`src/rtl/frame_scheduler_pkg.sv`:
```
// Shared definitions for the frame scheduler: FSM state encodings and the bank
// reset values. Debug readback and the top level both decode state from here.
package frame_scheduler_pkg;

    typedef logic [1:0] frame_state_t;

    localparam frame_state_t S_Idle     = 2'd0;
    localparam frame_state_t S_Render   = 2'd1;
    localparam frame_state_t S_Convert  = 2'd2;
    localparam frame_state_t S_WaitSwap = 2'd3;

    // After reset the converter writes bank 1 while the SNES shows bank 0.
    localparam logic WRITE_BANK_RESET   = 1'b1;
    localparam logic DISPLAY_BANK_RESET = 1'b0;

endpackage

```
`src/rtl/frame_scheduler_if.sv`:
```
// Handshake and status bundle between the frame scheduler (master) and the
// renderer / PPU converter / SNES side (slave).
interface frame_scheduler_if;

    logic        enable;
    logic        render_start_tick;
    logic        render_done_tick;
    logic        convert_start_tick;
    logic        convert_done_tick;
    logic        snes_vblank_tick;
    logic        write_bank;
    logic        display_bank;
    logic        frame_ready;
    logic        busy;
    logic [15:0] frame_count;
    logic        watchdog_fault;

    modport master (
        input  enable,
        input  render_done_tick,
        input  convert_done_tick,
        input  snes_vblank_tick,
        output render_start_tick,
        output convert_start_tick,
        output write_bank,
        output display_bank,
        output frame_ready,
        output busy,
        output frame_count,
        output watchdog_fault
    );

    modport slave (
        output enable,
        output render_done_tick,
        output convert_done_tick,
        output snes_vblank_tick,
        input  render_start_tick,
        input  convert_start_tick,
        input  write_bank,
        input  display_bank,
        input  frame_ready,
        input  busy,
        input  frame_count,
        input  watchdog_fault
    );

endinterface

```
`src/rtl/frame_watchdog.sv`:
```
// Phase timeout counter for the frame scheduler. Cleared by restart, counts
// while run is high, and flags expire once WATCHDOG_CYCLES-1 is reached.
module frame_watchdog #(
    parameter logic [23:0] WATCHDOG_CYCLES = 24'd16_000_000
) (
    input  logic clock,
    input  logic reset,
    input  logic restart,
    input  logic run,
    output logic expire
);

    logic [23:0] count_q;
    logic [23:0] count_d;

    // Clear on phase entry, otherwise count every cycle the phase is active.
    always_comb begin
        count_d = count_q;
        if (restart) begin
            count_d = '0;
        end else if (run) begin
            count_d = count_q + 24'd1;
        end
    end

    // Counter register.
    always_ff @(posedge clock or posedge reset) begin
        if (reset) begin
            count_q <= '0;
        end else begin
            count_q <= count_d;
        end
    end

    // A phase that is being restarted this cycle has not timed out.
    assign expire = run && !restart && (count_q == (WATCHDOG_CYCLES - 24'd1));

endmodule

```
`src/rtl/frame_scheduler.sv`:
```
// Per-frame sequencer: render, then PPU convert, then wait for SNES vblank to
// swap the ping-pong framebuffer banks. Optional hang watchdog is built when
// SRT_FRAME_WATCHDOG_EN is defined.
module frame_scheduler
    import frame_scheduler_pkg::*;
#(
    parameter logic [23:0] WATCHDOG_CYCLES = 24'd16_000_000
) (
    input  logic                      clock,
    input  logic                      reset,
    frame_scheduler_if.master         bus
);

    frame_state_t state_q, state_d;
    logic         render_start_q, render_start_d;
    logic         convert_start_q, convert_start_d;
    logic         write_bank_q, write_bank_d;
    logic         display_bank_q, display_bank_d;
    logic         frame_ready_q, frame_ready_d;
    logic [15:0]  frame_count_q, frame_count_d;
    logic         fault_q, fault_d;
    logic         wd_restart;
    logic         wd_run;
    logic         wd_expire;

    assign wd_run = (state_q == S_Render) || (state_q == S_Convert);

`ifdef SRT_FRAME_WATCHDOG_EN
    frame_watchdog #(
        .WATCHDOG_CYCLES (WATCHDOG_CYCLES)
    ) u_frame_watchdog (
        .clock   (clock),
        .reset   (reset),
        .restart (wd_restart),
        .run     (wd_run),
        .expire  (wd_expire)
    );
`else
    logic unused_watchdog;
    assign unused_watchdog = ^{WATCHDOG_CYCLES, wd_restart, wd_run};
    assign wd_expire       = 1'b0;
`endif

    // Next-state and registered-output logic; done ticks outside their
    // matching state fall through the case and are dropped.
    always_comb begin
        state_d         = state_q;
        render_start_d  = 1'b0;
        convert_start_d = 1'b0;
        write_bank_d    = write_bank_q;
        display_bank_d  = display_bank_q;
        frame_ready_d   = frame_ready_q;
        frame_count_d   = frame_count_q;
        fault_d         = fault_q;
        wd_restart      = 1'b0;
        case (state_q)
            S_Idle: begin
                if (bus.enable) begin
                    render_start_d = 1'b1;
                    wd_restart     = 1'b1;
                    state_d        = S_Render;
                end
            end
            S_Render: begin
                if (bus.render_done_tick) begin
                    convert_start_d = 1'b1;
                    wd_restart      = 1'b1;
                    state_d         = S_Convert;
                end else if (wd_expire) begin
                    fault_d = 1'b1;
                    state_d = S_Idle;
                end
            end
            S_Convert: begin
                if (bus.convert_done_tick) begin
                    frame_ready_d = 1'b1;
                    state_d       = S_WaitSwap;
                end else if (wd_expire) begin
                    fault_d = 1'b1;
                    state_d = S_Idle;
                end
            end
            S_WaitSwap: begin
                if (bus.snes_vblank_tick) begin
                    display_bank_d = write_bank_q;
                    write_bank_d   = ~write_bank_q;
                    frame_ready_d  = 1'b0;
                    frame_count_d  = frame_count_q + 16'd1;
                    if (bus.enable) begin
                        render_start_d = 1'b1;
                        wd_restart     = 1'b1;
                        state_d        = S_Render;
                    end else begin
                        state_d = S_Idle;
                    end
                end
            end
            default: state_d = S_Idle;
        endcase
    end

    // State and output registers.
    always_ff @(posedge clock or posedge reset) begin
        if (reset) begin
            state_q         <= S_Idle;
            render_start_q  <= 1'b0;
            convert_start_q <= 1'b0;
            write_bank_q    <= WRITE_BANK_RESET;
            display_bank_q  <= DISPLAY_BANK_RESET;
            frame_ready_q   <= 1'b0;
            frame_count_q   <= '0;
            fault_q         <= 1'b0;
        end else begin
            state_q         <= state_d;
            render_start_q  <= render_start_d;
            convert_start_q <= convert_start_d;
            write_bank_q    <= write_bank_d;
            display_bank_q  <= display_bank_d;
            frame_ready_q   <= frame_ready_d;
            frame_count_q   <= frame_count_d;
            fault_q         <= fault_d;
        end
    end

    assign bus.render_start_tick  = render_start_q;
    assign bus.convert_start_tick = convert_start_q;
    assign bus.write_bank         = write_bank_q;
    assign bus.display_bank       = display_bank_q;
    assign bus.frame_ready        = frame_ready_q;
    assign bus.busy               = (state_q != S_Idle);
    assign bus.frame_count        = frame_count_q;
    assign bus.watchdog_fault     = fault_q;

endmodule

```
`src/flat_wrapper.sv`:
```
// flat-port wrapper written by rule: the top's interface ports become plain ports
module frame_scheduler_flat import frame_scheduler_pkg::*;
#(
    parameter logic [23:0] WATCHDOG_CYCLES = 24'd16_000_000
)
  (clock, reset, bus_enable, bus_render_done_tick, bus_convert_done_tick, bus_snes_vblank_tick, bus_render_start_tick, bus_convert_start_tick, bus_write_bank, bus_display_bank, bus_frame_ready, bus_busy, bus_frame_count, bus_watchdog_fault);
  frame_scheduler_if bus_i ();
  input  logic clock;
  input  logic reset;
  input wire logic [$bits(bus_i.enable)-1:0] bus_enable;
  input wire logic [$bits(bus_i.render_done_tick)-1:0] bus_render_done_tick;
  input wire logic [$bits(bus_i.convert_done_tick)-1:0] bus_convert_done_tick;
  input wire logic [$bits(bus_i.snes_vblank_tick)-1:0] bus_snes_vblank_tick;
  output wire logic [$bits(bus_i.render_start_tick)-1:0] bus_render_start_tick;
  output wire logic [$bits(bus_i.convert_start_tick)-1:0] bus_convert_start_tick;
  output wire logic [$bits(bus_i.write_bank)-1:0] bus_write_bank;
  output wire logic [$bits(bus_i.display_bank)-1:0] bus_display_bank;
  output wire logic [$bits(bus_i.frame_ready)-1:0] bus_frame_ready;
  output wire logic [$bits(bus_i.busy)-1:0] bus_busy;
  output wire logic [$bits(bus_i.frame_count)-1:0] bus_frame_count;
  output wire logic [$bits(bus_i.watchdog_fault)-1:0] bus_watchdog_fault;
  assign bus_i.enable = bus_enable;
  assign bus_i.render_done_tick = bus_render_done_tick;
  assign bus_i.convert_done_tick = bus_convert_done_tick;
  assign bus_i.snes_vblank_tick = bus_snes_vblank_tick;
  assign bus_render_start_tick = bus_i.render_start_tick;
  assign bus_convert_start_tick = bus_i.convert_start_tick;
  assign bus_write_bank = bus_i.write_bank;
  assign bus_display_bank = bus_i.display_bank;
  assign bus_frame_ready = bus_i.frame_ready;
  assign bus_busy = bus_i.busy;
  assign bus_frame_count = bus_i.frame_count;
  assign bus_watchdog_fault = bus_i.watchdog_fault;
  frame_scheduler #(.WATCHDOG_CYCLES(WATCHDOG_CYCLES)) u_core (.clock(clock), .reset(reset), .bus(bus_i));
endmodule
```
`config.mk`:
```
export PLATFORM = sky130hd
export DESIGN_NAME = frame_scheduler_flat
export DESIGN_NICKNAME = d
export VERILOG_FILES = /design/src/rtl/frame_scheduler_pkg.sv /design/src/rtl/frame_scheduler_if.sv /design/src/rtl/frame_watchdog.sv /design/src/rtl/frame_scheduler.sv /design/src/flat_wrapper.sv
export SDC_FILE = /design/constraint.sdc
export NUM_CORES = 1
export LEC_CHECK = 0
export ABC_AREA = 1
export CAP_MARGIN = 10
export CORE_ASPECT_RATIO = 0.5
export CORE_MARGIN = 2
export CORE_UTILIZATION = 40
export DETAILED_ROUTE_END_ITERATION = 10
export PLACE_DENSITY = 0.75
export SYNTH_ARGS = -nofsm -noshare
export SYNTH_HDL_FRONTEND = slang
export SYNTH_SLANG_ARGS = --single-unit
```
`constraint.sdc`:
```
create_clock -name clock -period 2.7 [get_ports clock]
set_input_delay 0.54 -clock clock [delete_from_list [all_inputs] [get_ports clock]]
set_output_delay 0.54 -clock clock [all_outputs]
set_load 0.02 [all_outputs]
```
==> summary.txt <==
Routing
  – TritonRoute pass-1 iters: 4
  – Routed wire length: between 2000 and 2500 um
  – DRC: 0
  – Drt initial violations: 43
  – Vias after detailed routing: ~970
  – Vias/cell: approximately 4.6
  – Drt wl/cell: 10.8 um
  – Final ANT Viol Nets: 0

Critical path
  – Slowest CP cell: clkdlybuf4s50_1
  – Critical path arrival: around 1700 ps
  – CP required: roughly 2200 ps
  – Crit path largest cell delay: 600 ps
  – Crit path launch type: register
  – Worst-path cell chain: inv_1, ha_1, inv_1, clkdlybuf4s50_1
  – Most used cell, CP: inv_1
  – Crit Path Max Fanout: 6
  – CP endpoint kind: output pin
  – WS Path Type: register to output pin

Cells and area
  – Ant diodes: 0
  – FF/Latch Area: 577 um2
  – P&R area growth vs syn: 29.9%
  – # fillers: roughly 270
  – Share of cells above drive strength 1: 9.30%
  – Area of the multi-input gates: roughly 570 um2
  – Fin nets: approximately 190
  – Layout Cells excl Fill: 212
  – Core Util, Final: between 50% and 60%

Synth
  – Ys async rst share: 100%
  – Yosys warnings: 0
  – Share of the synthesized area in the top cell type: ~45%
  – Top cell type by total area after synthesis: dfrtp_1
  – Top_reg_cell synth: dfrtp_1
  – Cells after synthesis: approximately 140
  – Seq cells post-synth: 23
  – Number of synthesized flops with an enable pin: 0
  – Synth Cell Area: 0.00123 mm2
  – Synth cell count leaders: nand2_1, dfrtp_1, inv_1
  – Synth Area per Inst: 8.71 um2
  – Top-count cell post-synth: nand2_1
  – Seq/Total Area, Yosys: 47.0%
  – Post-synth net total: approximately 150
  – Area contributors post-synth: dfrtp_1, nand2_1, ha_1, inv_1, xor2_1
  – Post-synth cell types: 23

Worst hold path
  – Min-Delay Path Class: register to register

Timing
  – Final setup violation count: 0
  – Minimum clock period: between 2000 and 2500 ps
  – Slew Viols, Final: 0
  – Final Hold Viols: 0
  – RSZ-0062 raised after global routing: no
  – Hold WS: around 490 ps
  – Total negative setup slack: 0 ps
  – Max Fclk: around 440 MHz
  – Final worst-path cycle share: between 80% and 90%
  – Worst Clk Skew: ~1.8 ps

Clock network
  – Clock latency reported for the late side of the worst-skew pair: around 260 ps
  – Clock root cell: clkbuf_8
  – CTS tree: built
  – Post-CTS Hold Fix Bufs: 0
  – Cts repair resizes: 0
  – CTS max path bufs: 2
  – CTS buffer count: 3
  – Num Clock Sinks: 23
  – Post-CTS Setup Bufs: 0
  – CTS clk-pin slew, worst paths: about 80 ps
  – H-tree Lvls: 1

Placed design
  – Final GP Congestion: 0.820
  – IO Port Bufs: 27
  – Post-detail-place hpwl: roughly 1800 um
  – DP Cell Count: 208

Power
  – Leakage power: 0.770 nW
  – Cell Pwr Density: approximately 800 mW/mm2
  – Max VDD drop: 0.441 mV
  – Final Power: approximately 0.0013 W

Die
  – Die height: approximately 43 um
  – Core area: 0.00296 mm2
  – Initial core utilization: roughly two fifths
  – Total die area: 0.00355 mm2
  – Row count: 14
  – Die Wd: 82.3 um
  – Io pins: 29

Global route
  – Vias in the first global route: ~930
  – Largest net degree at the start of global routing: 24
  – Global-route wire length before repair: roughly 3900 um
  – Initial antenna violation count: 0
  – Grt ovf: 0
  – Total track usage: between 15 and 20%

Status
  – Outcome: completed

Job
  – Max_cap viols: 0
## cell usage in the layout, fill, tap and decap left out
cell and count:
clkinv_2 1, nand3_1 6, inv_2 1, conb_1 1, xor2_1 8, nand2_1 42, nor3b_1 1, nand3b_1 3
a21oi_1 1, nand2_4 1, xnor2_1 4, dfrtp_1 22, nor3_2 2, inv_1 19, nor3_1 1, clkdlybuf4s50_1 27
nand2_2 1, ha_1 7, clkbuf_8 3, nor2_1 9, dfstp_2 1, nor2_2 3, o22ai_1 2, nand4_1 3
buf_4 1, nor2_4 2
## power by group
| part | internal, W | switching [W] | total [W] |
|---|---|---|---|
| logic | 0.000248 | 0.000314 | 0.000561 |
| registers | 0.000429 | 0.0000743 | 0.000503 |
| clock network | 0.000103 | 0.000108 | 0.000211 |
| total | 0.000780 | 0.000496 | 0.00128 |
## sequential cells by signal, indices dropped and copies added, names as in the netlist
signal	cells
u_core.bus.frame_count	16
u_core.bus.display_bank	1
u_core.bus.write_bank	1
u_core.state_q	2
u_core.bus.render_start_tick	1
u_core.bus.frame_ready	1
u_core.bus.convert_start_tick	1
## through the flow
stage | instance area, um2 | worst slack [ps]
after floorplan | 1230 | 1300
after global placement | 1550 | 766
after detailed placement | 1550 | 709
after CTS | 1590 | 406
after global routing | 1590 | 326
final | 1590 | 415
## layer usage
metal	track usage [%]	wire, um
met2	26.0	1120
met1	17.9	1090
met4	6.33	13
met3	3.83	71
met5	0	0
## area by class of cell
type / instances / area share (%)
clock inverter: 1 / 0.314
clock buffer: 3 / 2.59
timing repair buffer: 28 / 17.4
multi-input combinational: 97 / 35.6
tap: 40 / 3.14
sequential: 23 / 36.2
inverter: 20 / 4.71
## cells by family (layout without fill, tap and decap cells)
family          count (synthesis)  in the layout  synth area share (%)
fa+ha+maj                       7              7                  7.14
other cells                     1              1                 0.306
simple gates                   74             74                  28.8
compound gates                  3              3                  1.43
flops                          23             23                  47.0
xor+xnor                       12             12                  8.56
buf+inv                        21             52                  6.73
## worst max-delay path: cells and delay by family (launching register included)
| kind | cells | cell delay, ps |
|---|---|---|
| buf+inv | 3 | 800 |
| flops | 1 | 440 |
| fa+ha+maj | 1 | 240 |
## final timing paths
path                                    startpoint  cells past startpoint  slack, ps                         end
setup / recovery                 u_core.state_q[0]                      4        420                    bus_busy
hold / removal             u_core.bus.display_bank                      2        490     u_core.bus.display_bank
setup reg to reg                 u_core.state_q[1]                      8       1150  u_core.bus.frame_count[14]
hold reg to reg            u_core.bus.display_bank                      2        490     u_core.bus.display_bank
max in group asynchronous                    reset                      3       1810       u_core.bus.write_bank
min in group asynchronous                    reset                      3        610   u_core.bus.frame_count[4]
No activity file was read; power rests on OpenSTA's default activity.
